### src/rtl/ir_score_engine.sv
// ir_score_engine: N-channel IR hit scorer.
// Each raw sensor is synchronised (2 FF) and debounced. A rising debounced
// level on an unlocked channel while the game is running scores that
// channel's weight. A lockout then blocks the channel (or all channels, in
// shared mode) for LOCKOUT_CYCLES clocks. The score saturates at MAX_SCORE,
// and reaching it moves the game to DONE.
//
// Optional feature macro: LOCKOUT_EXTEND_EN. When it is defined, an edge on
// a locked channel restarts that channel's lockout counter (the shared one
// in global mode). No points are scored for that edge.
//
// Ports:
//   clk_100MHz   system clock
//   reset_n      asynchronous active-low reset
//   start        pulse, IDLE -> RUN with score cleared
//   clear        pulse, any state -> IDLE, clears score and lockouts
//   ir_sensors   raw asynchronous sensor levels, active-high
//   score_out    current binary score
//   bcd_ones     score mod 10, one cycle behind score_out
//   bcd_tens     score / 10, one cycle behind score_out
//   hit_pulse    one-cycle pulse when a hit is scored
//   hit_mask     channels scored in that cycle
//   locked       per-channel lockout state
//   state_out    00 IDLE, 01 RUN, 10 DONE
//   done         high while in DONE
module ir_score_engine #(
  parameter int unsigned              N_SENSORS        = 3,
  parameter int unsigned              SCORE_W          = 7,
  parameter int unsigned              MAX_SCORE        = 50,
  parameter logic [4*N_SENSORS-1:0]   POINTS           = {4'd1, 4'd1, 4'd1},
  parameter int unsigned              LOCKOUT_CYCLES   = 500_000_000,
  parameter int unsigned              DEBOUNCE_CYCLES  = 1_000_000,
  parameter int unsigned              PER_CHANNEL_LOCK = 0
) (
  input  logic                 clk_100MHz,
  input  logic                 reset_n,
  input  logic                 start,
  input  logic                 clear,
  input  logic [N_SENSORS-1:0] ir_sensors,
  output logic [SCORE_W-1:0]   score_out,
  output logic [3:0]           bcd_ones,
  output logic [3:0]           bcd_tens,
  output logic                 hit_pulse,
  output logic [N_SENSORS-1:0] hit_mask,
  output logic [N_SENSORS-1:0] locked,
  output logic [1:0]           state_out,
  output logic                 done
);

  localparam int unsigned EXT_W = SCORE_W + 4;
  localparam int unsigned DB_W  = $clog2(DEBOUNCE_CYCLES + 1);
  localparam int unsigned LK_W  = $clog2(LOCKOUT_CYCLES + 1);

  localparam logic [DB_W-1:0]  DB_LAST = DB_W'(DEBOUNCE_CYCLES - 1);
  localparam logic [LK_W-1:0]  LK_LAST = LK_W'(LOCKOUT_CYCLES - 1);
  localparam logic [EXT_W-1:0] MAX_EXT = EXT_W'(MAX_SCORE);

  typedef enum logic [1:0] {
    ST_IDLE = 2'b00,
    ST_RUN  = 2'b01,
    ST_DONE = 2'b10
  } state_e;

  // Input conditioning state
  logic [N_SENSORS-1:0] sync1_q, sync1_d;
  logic [N_SENSORS-1:0] sync2_q, sync2_d;
  logic [N_SENSORS-1:0] deb_q, deb_d;
  logic [N_SENSORS-1:0] deb_prev_q, deb_prev_d;
  logic [DB_W-1:0]      db_cnt_q [N_SENSORS];
  logic [DB_W-1:0]      db_cnt_d [N_SENSORS];

  // Lockout state; in shared mode every channel's copy moves in lockstep
  logic [N_SENSORS-1:0] lock_q, lock_d;
  logic [LK_W-1:0]      lk_cnt_q [N_SENSORS];
  logic [LK_W-1:0]      lk_cnt_d [N_SENSORS];

  // Game state and outputs
  state_e               state_q, state_d;
  logic [SCORE_W-1:0]   score_q, score_d;
  logic                 hit_q, hit_d;
  logic [N_SENSORS-1:0] hit_mask_q, hit_mask_d;
  logic [3:0]           ones_q, ones_d;
  logic [3:0]           tens_q, tens_d;
  logic                 done_q, done_d;

  // Combinational helpers
  logic [N_SENSORS-1:0] rise_c;
  logic                 run_c;
  logic [N_SENSORS-1:0] elig_c;
  logic [N_SENSORS-1:0] lk_start_c;
  logic [EXT_W-1:0]     sum_c;
  logic [EXT_W-1:0]     score_ext_c;
  logic [SCORE_W-1:0]   capped_c;
  logic [EXT_W-1:0]     bcd_src_c;
`ifdef LOCKOUT_EXTEND_EN
  logic [N_SENSORS-1:0] blocked_c;
  logic [N_SENSORS-1:0] lk_ext_c;
`endif

  // Synchroniser and debounce: a level change needs DEBOUNCE_CYCLES
  // consecutive mismatching cycles, and any match restarts the count.
  always_comb begin
    sync1_d    = ir_sensors;
    sync2_d    = sync1_q;
    deb_d      = deb_q;
    deb_prev_d = deb_q;
    db_cnt_d   = db_cnt_q;
    for (int unsigned i = 0; i < N_SENSORS; i++) begin
      if (sync2_q[i] != deb_q[i]) begin
        if (db_cnt_q[i] == DB_LAST) begin
          deb_d[i]    = sync2_q[i];
          db_cnt_d[i] = '0;
        end else begin
          db_cnt_d[i] = db_cnt_q[i] + DB_W'(1);
        end
      end else begin
        db_cnt_d[i] = '0;
      end
    end
  end

  // Eligibility and weighted sum. clear suppresses any hit in its own cycle.
  always_comb begin
    rise_c = deb_q & ~deb_prev_q;
    run_c  = (state_q == ST_RUN) && !clear;
    elig_c = rise_c & ~lock_q & {N_SENSORS{run_c}};
    sum_c  = '0;
    for (int unsigned i = 0; i < N_SENSORS; i++) begin
      if (elig_c[i]) begin
        sum_c = sum_c + EXT_W'(POINTS[4*i +: 4]);
      end
    end
    score_ext_c = EXT_W'(score_q) + sum_c;
    capped_c    = (score_ext_c >= MAX_EXT) ? SCORE_W'(MAX_SCORE) : SCORE_W'(score_ext_c);
  end

  // Per-channel start/restart requests, fanned out to all copies in shared mode
  always_comb begin
    lk_start_c = '0;
`ifdef LOCKOUT_EXTEND_EN
    blocked_c  = rise_c & lock_q & {N_SENSORS{run_c}};
    lk_ext_c   = '0;
`endif
    for (int unsigned i = 0; i < N_SENSORS; i++) begin
      if (PER_CHANNEL_LOCK != 0) begin
        lk_start_c[i] = elig_c[i];
`ifdef LOCKOUT_EXTEND_EN
        lk_ext_c[i]   = blocked_c[i];
`endif
      end else begin
        lk_start_c[i] = |elig_c;
`ifdef LOCKOUT_EXTEND_EN
        lk_ext_c[i]   = |blocked_c;
`endif
      end
    end
  end

  // Lockout counters: locked for LOCKOUT_CYCLES cycles after the hit edge
  always_comb begin
    lock_d   = lock_q;
    lk_cnt_d = lk_cnt_q;
    for (int unsigned i = 0; i < N_SENSORS; i++) begin
      if (clear) begin
        lock_d[i]   = 1'b0;
        lk_cnt_d[i] = '0;
      end else if (lk_start_c[i]) begin
        lock_d[i]   = 1'b1;
        lk_cnt_d[i] = '0;
`ifdef LOCKOUT_EXTEND_EN
      end else if (lk_ext_c[i]) begin
        lk_cnt_d[i] = '0;
`endif
      end else if (lock_q[i]) begin
        if (lk_cnt_q[i] == LK_LAST) begin
          lock_d[i]   = 1'b0;
          lk_cnt_d[i] = '0;
        end else begin
          lk_cnt_d[i] = lk_cnt_q[i] + LK_W'(1);
        end
      end
    end
  end

  // Game FSM with score update; clear has priority over start and hits
  always_comb begin
    state_d    = state_q;
    score_d    = score_q;
    hit_d      = 1'b0;
    hit_mask_d = '0;
    if (clear) begin
      state_d = ST_IDLE;
      score_d = '0;
    end else begin
      case (state_q)
        ST_IDLE: begin
          if (start) begin
            state_d = ST_RUN;
            score_d = '0;
          end
        end
        ST_RUN: begin
          if (|elig_c) begin
            hit_d      = 1'b1;
            hit_mask_d = elig_c;
            score_d    = capped_c;
            if (score_ext_c >= MAX_EXT) begin
              state_d = ST_DONE;
            end
          end
        end
        ST_DONE: begin
          state_d = ST_DONE;
        end
        default: begin
          state_d = ST_IDLE;
          score_d = '0;
        end
      endcase
    end
    done_d = (state_d == ST_DONE);
  end

  // BCD digits follow the registered score by one cycle
  always_comb begin
    bcd_src_c = EXT_W'(score_q);
    ones_d    = 4'(bcd_src_c % EXT_W'(10));
    tens_d    = 4'(bcd_src_c / EXT_W'(10));
  end

  always_ff @(posedge clk_100MHz or negedge reset_n) begin
    if (!reset_n) begin
      sync1_q    <= '0;
      sync2_q    <= '0;
      deb_q      <= '0;
      deb_prev_q <= '0;
      lock_q     <= '0;
      for (int unsigned i = 0; i < N_SENSORS; i++) begin
        db_cnt_q[i] <= '0;
        lk_cnt_q[i] <= '0;
      end
      state_q    <= ST_IDLE;
      score_q    <= '0;
      hit_q      <= 1'b0;
      hit_mask_q <= '0;
      ones_q     <= '0;
      tens_q     <= '0;
      done_q     <= 1'b0;
    end else begin
      sync1_q    <= sync1_d;
      sync2_q    <= sync2_d;
      deb_q      <= deb_d;
      deb_prev_q <= deb_prev_d;
      lock_q     <= lock_d;
      for (int unsigned i = 0; i < N_SENSORS; i++) begin
        db_cnt_q[i] <= db_cnt_d[i];
        lk_cnt_q[i] <= lk_cnt_d[i];
      end
      state_q    <= state_d;
      score_q    <= score_d;
      hit_q      <= hit_d;
      hit_mask_q <= hit_mask_d;
      ones_q     <= ones_d;
      tens_q     <= tens_d;
      done_q     <= done_d;
    end
  end

  assign score_out = score_q;
  assign bcd_ones  = ones_q;
  assign bcd_tens  = tens_q;
  assign hit_pulse = hit_q;
  assign hit_mask  = hit_mask_q;
  assign locked    = lock_q;
  assign state_out = state_q;
  assign done      = done_q;

endmodule

### config.mk
export PLATFORM = sky130hd
export DESIGN_NAME = ir_score_engine
export DESIGN_NICKNAME = d
export VERILOG_FILES = /design/src/rtl/ir_score_engine.sv
export SDC_FILE = /design/constraint.sdc
export NUM_CORES = 1
export LEC_CHECK = 0
export ABC_AREA = 1
export CAP_MARGIN = 30
export CORE_ASPECT_RATIO = 1.25
export CORE_MARGIN = 2
export CORE_UTILIZATION = 45
export DETAILED_ROUTE_END_ITERATION = 10
export SETUP_SLACK_MARGIN = 0.2
export SLEW_MARGIN = 5
export SYNTH_ARGS = -nofsm -noshare
export SYNTH_HDL_FRONTEND = slang
export SYNTH_SLANG_ARGS = --single-unit
### constraint.sdc
create_clock -name clk_100MHz -period 6 [get_ports clk_100MHz]
set_input_delay 0.9 -clock clk_100MHz [delete_from_list [all_inputs] [get_ports clk_100MHz]]
set_output_delay 0.9 -clock clk_100MHz [all_outputs]
set_load 0.05 [all_outputs]
After elaboration in Yosys (flattened, before gate mapping) --
Cells that the tools add are included.
Word-level totals: register bits after elaboration 184, input port bits 7, output and inout port bits 25, logic and storage cells 112
Operators by class: add/sub/neg operators 9, divide/modulo/power cells 2, order comparisons 1, equality and inequality tests 15, muxes and demuxes 49, bitwise gates (word level) 5, reductions and logical operators 11
Operators with widths (number):
- 29-bit 2-to-1 mux | 12
- 20-bit 2-to-1 mux | 6
- 29-bit by 1-bit adder with 29-bit output, second input constant | 3
- 29-bit equality test, second input constant | 3
- 20-bit by 1-bit adder with 20-bit output, second input constant | 3
- 20-bit equality test, second input constant | 3
- 7-bit 2-to-1 mux | 4
- 11-bit by 1-bit adder with 11-bit output, second input constant | 2
- 11-bit 2-to-1 mux | 2
- 7-bit case mux with 3 select lines | 1
- 1-bit 2-to-1 mux | 16
- 7-bit by 11-bit adder with 11-bit output | 1
- 7-bit by 4-bit divider with 11-bit output, second input constant | 1
- 11-bit by 6-bit greater-or-equal comparator with 1-bit output, second input constant | 1
- 7-bit by 4-bit modulo with 11-bit output, second input constant | 1
- 3-bit bitwise AND | 3
- 3-bit 2-to-1 mux | 3
- 3-bit nonzero test | 3
- 2-bit 2-to-1 mux | 4
- 3-bit inequality test, second input constant | 2
- 3-bit NOT | 2
- 2-bit case mux with 3 select lines | 1
- 2-bit AND reduction | 3
- 2-bit equality test, second input constant | 2
- 8 further kinds | 10

Longest topological paths before layout --
depth in word-level cells 16, depth in mapped cells 23, depth with buffers taken out 23

Least setup slack after synthesis --
Ideal clock, no wire load.
path kind input port to flip-flop, start point input clear, end point register state_q[0], in the netlist state_out[0], library setup time 0.142 ns, arrival time 3.596 ns, required time 5.858 ns, slack 2.262 ns, cell stages on the path 18, path buffers 1, cells stage by stage buf_4 -> inv_2 -> nand2_2 -> nor4_1 -> ha_1 -> xnor2_1 -> inv_1 -> ha_1 -> inv_1 -> fa_1 -> o21bai_1 -> nand3_1 -> o21ai_0 -> o31ai_1 -> o21ai_1 -> inv_1 -> o21ai_0 -> o41ai_1
Between the ends: longest elaborated chain between the ends 14, elaborated cells between the ends (all ways) 15, those cells by class add/sub (3); order compare (1); mux (7); bitwise (1); reduce/logical (3)
RTL lines:
- from (decl) | RTL line 38 | input logic clear,
- 1-bit zero test | RTL line 125 | run_c = (state_q == ST_RUN) && !clear;
- 1-bit logical AND | RTL line 125
- 3-bit bitwise AND | RTL line 126 | elig_c = rise_c & ~lock_q & {N_SENSORS{run_c}};
- 1-bit 2-to-1 mux | RTL line 129 | if (elig_c[i]) begin
- 11-bit by 1-bit adder with 11-bit output | RTL line 130 | sum_c = sum_c + EXT_W'(POINTS[4*i +: 4]);
- 11-bit 2-to-1 mux | RTL line 129
- 11-bit by 1-bit adder with 11-bit output | RTL line 130
- 11-bit 2-to-1 mux | RTL line 129
- 7-bit by 11-bit adder with 11-bit output | RTL line 133 | score_ext_c = EXT_W'(score_q) + sum_c;
- 11-bit by 6-bit greater-or-equal comparator with 1-bit output | RTL line 207 | if (score_ext_c >= MAX_EXT) begin
- 2-bit 2-to-1 mux | RTL line 207
- 2-bit 2-to-1 mux | RTL line 203 | if (|elig_c) begin
- 2-bit case mux with 3 select lines | RTL line 195 | case (state_q)
- 2-bit 2-to-1 mux * | RTL line 191 | if (clear) begin
- named net state_d[0] | RTL line 78 | state_e state_q, state_d;
- to (signal assigned) | RTL line 259 | state_q <= state_d;
- to (decl) | RTL line 78
The timed path passes the listed nets; every way through them passes the cells marked *. A chain may end at the register's enable or synchronous reset.

Final worst setup path --
Ends and elaborated chain as after synthesis.

==> impl_metrics.ini <==
[power_and_ir_drop]
power_leakage_nw = 4.806
ir_worst_vdd_v = 0.0001993
pwr_density_cell_nw_per_um2 = 217.2

[synth]
yosysTopAreaCell = dfrtp_1
synthTopCellsByCount = nand2_1, dfrtp_1, inv_1
syn-num-nets = 1274
async_flop_share = 1.000
ys.flop_type = dfrtp_1
synth_seq_area_share = 0.4503
syn_avg_cell_area_um2 = 8.160
synthesis.area_um2 = 10220
netlist.area_leader.share = 0.4503
yosysMostFrequentCell = nand2_1
synth_cells = 1253
yosysUniqueCellTypes = 51
ys_top_cells_by_area = dfrtp_1, nand2_1, inv_1
ys_seq_elements = 184
yosysWarnings = 0
synth_edf_count = 0

[setup_path]
path_cells = clkdlybuf4s50_1, inv_2, nand2_2, nor4_1, ha_1, xnor2_1, inv_1, ha_1, inv_1, fa_1, o21bai_1, nand2_1, nand2_1, nand2_1, inv_1, o31ai_1, o21ai_1, inv_1, o21ai_0, o41ai_1
cp.arrival_ns = 4.64
crit_path_max_fanout = 9
cp-start-kind = input port
crit_slowest_cell = clkdlybuf4s50_1
critPathKind = in -> reg
worst_setup_path_end_kind = flop
cp_common_cell = inv_1
slowest_delay_ns = 0.64
worst_ep_required_time_ns = 6.30

[timing]
hold_violations = 0
hold_slack_ns = 0.3500
setup_slack_ns = 1.654
slew_viol_final = 0
slew_headroom = 0.4836
max_freq_ghz = 0.2301
setup-violations-final = 0
setup-tns-final_ns = 0
fin_crit_sh = 0.7243
rsz0062_at_grt = false
tightest_slew_ns = 0.7746
fin_worst_skew_ns = 0.01049
period_needed_ns = 4.346

[cells_and_area]
instances_no_fill = 1582
diodes = 0
fin_area_um2 = 11420
areaGrowthSynthToFinish_pct = 11.69
drive_above_1_share = 0.09392
finalNetCount = 1307

[min_path]
hp-class = reg -> reg

[clock_tree]
clock-sinks = 184
clock_path_buffers = 2
clk_latency_ns = 0.44
htreeDepth = 4
ctsRootBufferMaster = clkbuf_16
cts_tree = yes
postCtsSetupBuffers = 0
path_clk_slew_ns = 0.07
cts_made_buffers = 17
ctsResizeCount = 0
cts-hold-fix-buffers = 0

[placed_design]
portBuffers = 31
pre_cts_ws_ns = 1.251
routabilityCongestion = 0.8420
place_inst = 1550
hpwlAfterDp_um = 16030
placed_area_um2 = 10820

[route]
drtIter0Drc = 507
wl_um = 22380
drtAntennaViolNets = 0
routedWlPerCell_um = 14.15
drc_errors = 0
routed-via-count = 8472
drt-vias-per-instance = 5.355
drt_first_pass_iters = 5

[global_routing]
grt_max_degree = 95
grt_pass1_wl_um = 39400
grt_antenna_before_repair = 0
grt_pass1_vias = 8365
grt.overflow.total = 0
grt_usage = 0.1944

[die]
core-area_um2 = 22290
die_h_um = 172.5
io_pins = 32
fp-row-count = 61
dieWidth_um = 138.8
dieArea_um2 = 23950
start_util = 0.4588

[run_status]
outcome = finished clean

[job]
max_cap_viol_count = 0
[report_power, final]
group	internal [mW]	total (mW)	switching, mW
clock	0.640	1.15	0.506
combinational	0.0187	0.0819	0.0632
sequential	1.25	1.25	0.00520
[critical path: cells and delay by family]
family / cells / cell delay [ns]
adders and majority gates: 3 / 0.88
AOI/OAI and AO/OA: 5 / 0.98
xor gates and xnor gates: 1 / 0.13
buffers and inverters: 6 / 1.10
and+or+nand+nor: 5 / 0.61
[cell families (layout without fill, tap and decap cells)]
| group | Yosys count | in the layout | synth area share |
|---|---|---|---|
| buffers and inverters | 214 | 260 | 0.08162 |
| XOR/XNOR | 40 | 40 | 0.03426 |
| AND/OR/NAND/NOR | 577 | 577 | 0.2859 |
| adder cells (fa/ha/maj) | 14 | 14 | 0.01787 |
| multiplexers | 5 | 5 | 0.005262 |
| flip-flops | 184 | 184 | 0.4503 |
| AO/OA/AOI/OAI | 219 | 219 | 0.1248 |
[worst paths after layout]
check                             start            to  slack [ns]  cells past startpoint
setup / recovery                  clear  state_out[0]        1.65                     20
hold / removal               sync1_q[2]    sync2_q[2]        0.35                      0
setup reg to reg           state_out[0]  state_out[0]        2.32                     20
hold reg to reg              sync1_q[2]    sync2_q[2]        0.35                      0
max in group asynchronous       reset_n  db_cnt_q[26]        4.55                      2
min in group asynchronous       reset_n  lk_cnt_q[73]        0.50                      1
[registers in the layout, summed over array words and instances (netlist names)]
| name | cells |
|---|---|
| state_out | 2 |
| locked | 3 |
| sync2_q | 3 |
| hit_mask | 3 |
| sync1_q | 3 |
| db_cnt_q | 60 |
| bcd_tens | 4 |
| deb_prev_q | 3 |
| score_out | 7 |
| deb_prev_d | 3 |
| lk_cnt_q | 87 |
| bcd_ones | 4 |
| done | 1 |
| hit_pulse | 1 |
[per-stage QoR]
| stage | util | power (mW) |
|---|---|---|
| floorplan | - | 1.317 |
| global placement | 0.4856 | 1.362 |
| detailed placement | 0.4856 | 1.362 |
| CTS | 0.5124 | 2.516 |
| global route | 0.5124 | 2.571 |
| finish | 0.5124 | 2.480 |
[routing by layer]
layer  GRT usage  vias to the layer above  wire [um]
met3     0.02548                       21        541
li1            -                     4321          -
met4     0.05850                        0        306
met5           0                        -          0
met1      0.2526                     4019      10560
met2      0.3393                      111      10970
[area by class of cell]
cell class	instances	area (um^2)
Fill cell	2142	10870
Multi-Input combinational cell	855	4786
Sequential cell	184	4604
Inverter	194	728.2
Clock buffer	19	452.9
Tap cell	283	354.1
Timing Repair Buffer	34	349.1
Clock inverter	13	145.1
[cells in the final DEF, fill, tap and decap left out, drive strengths merged, types with 4 or more instances in the layout]
cell type | Yosys | routed
ha | 13 | 13
a32o | 4 | 4
o21ai | 74 | 74
o31ai | 4 | 4
o22ai | 29 | 29
xnor2 | 13 | 13
clkdlybuf4s50 | 0 | 30
inv | 193 | 195
nor4 | 37 | 37
xor2 | 27 | 27
a21oi | 66 | 66
nor3 | 63 | 63
nor3b | 10 | 10
o41ai | 4 | 4
nand2 | 207 | 207
nor2 | 129 | 129
clkbuf | 3 | 20
o32ai | 9 | 9
a31oi | 12 | 12
o21a | 4 | 4
nand3 | 82 | 82
clkinv | 1 | 7
nand4 | 38 | 38
dfrtp | 184 | 184
o211ai | 4 | 4
Note: power is estimated with default switching activity, not from simulation.
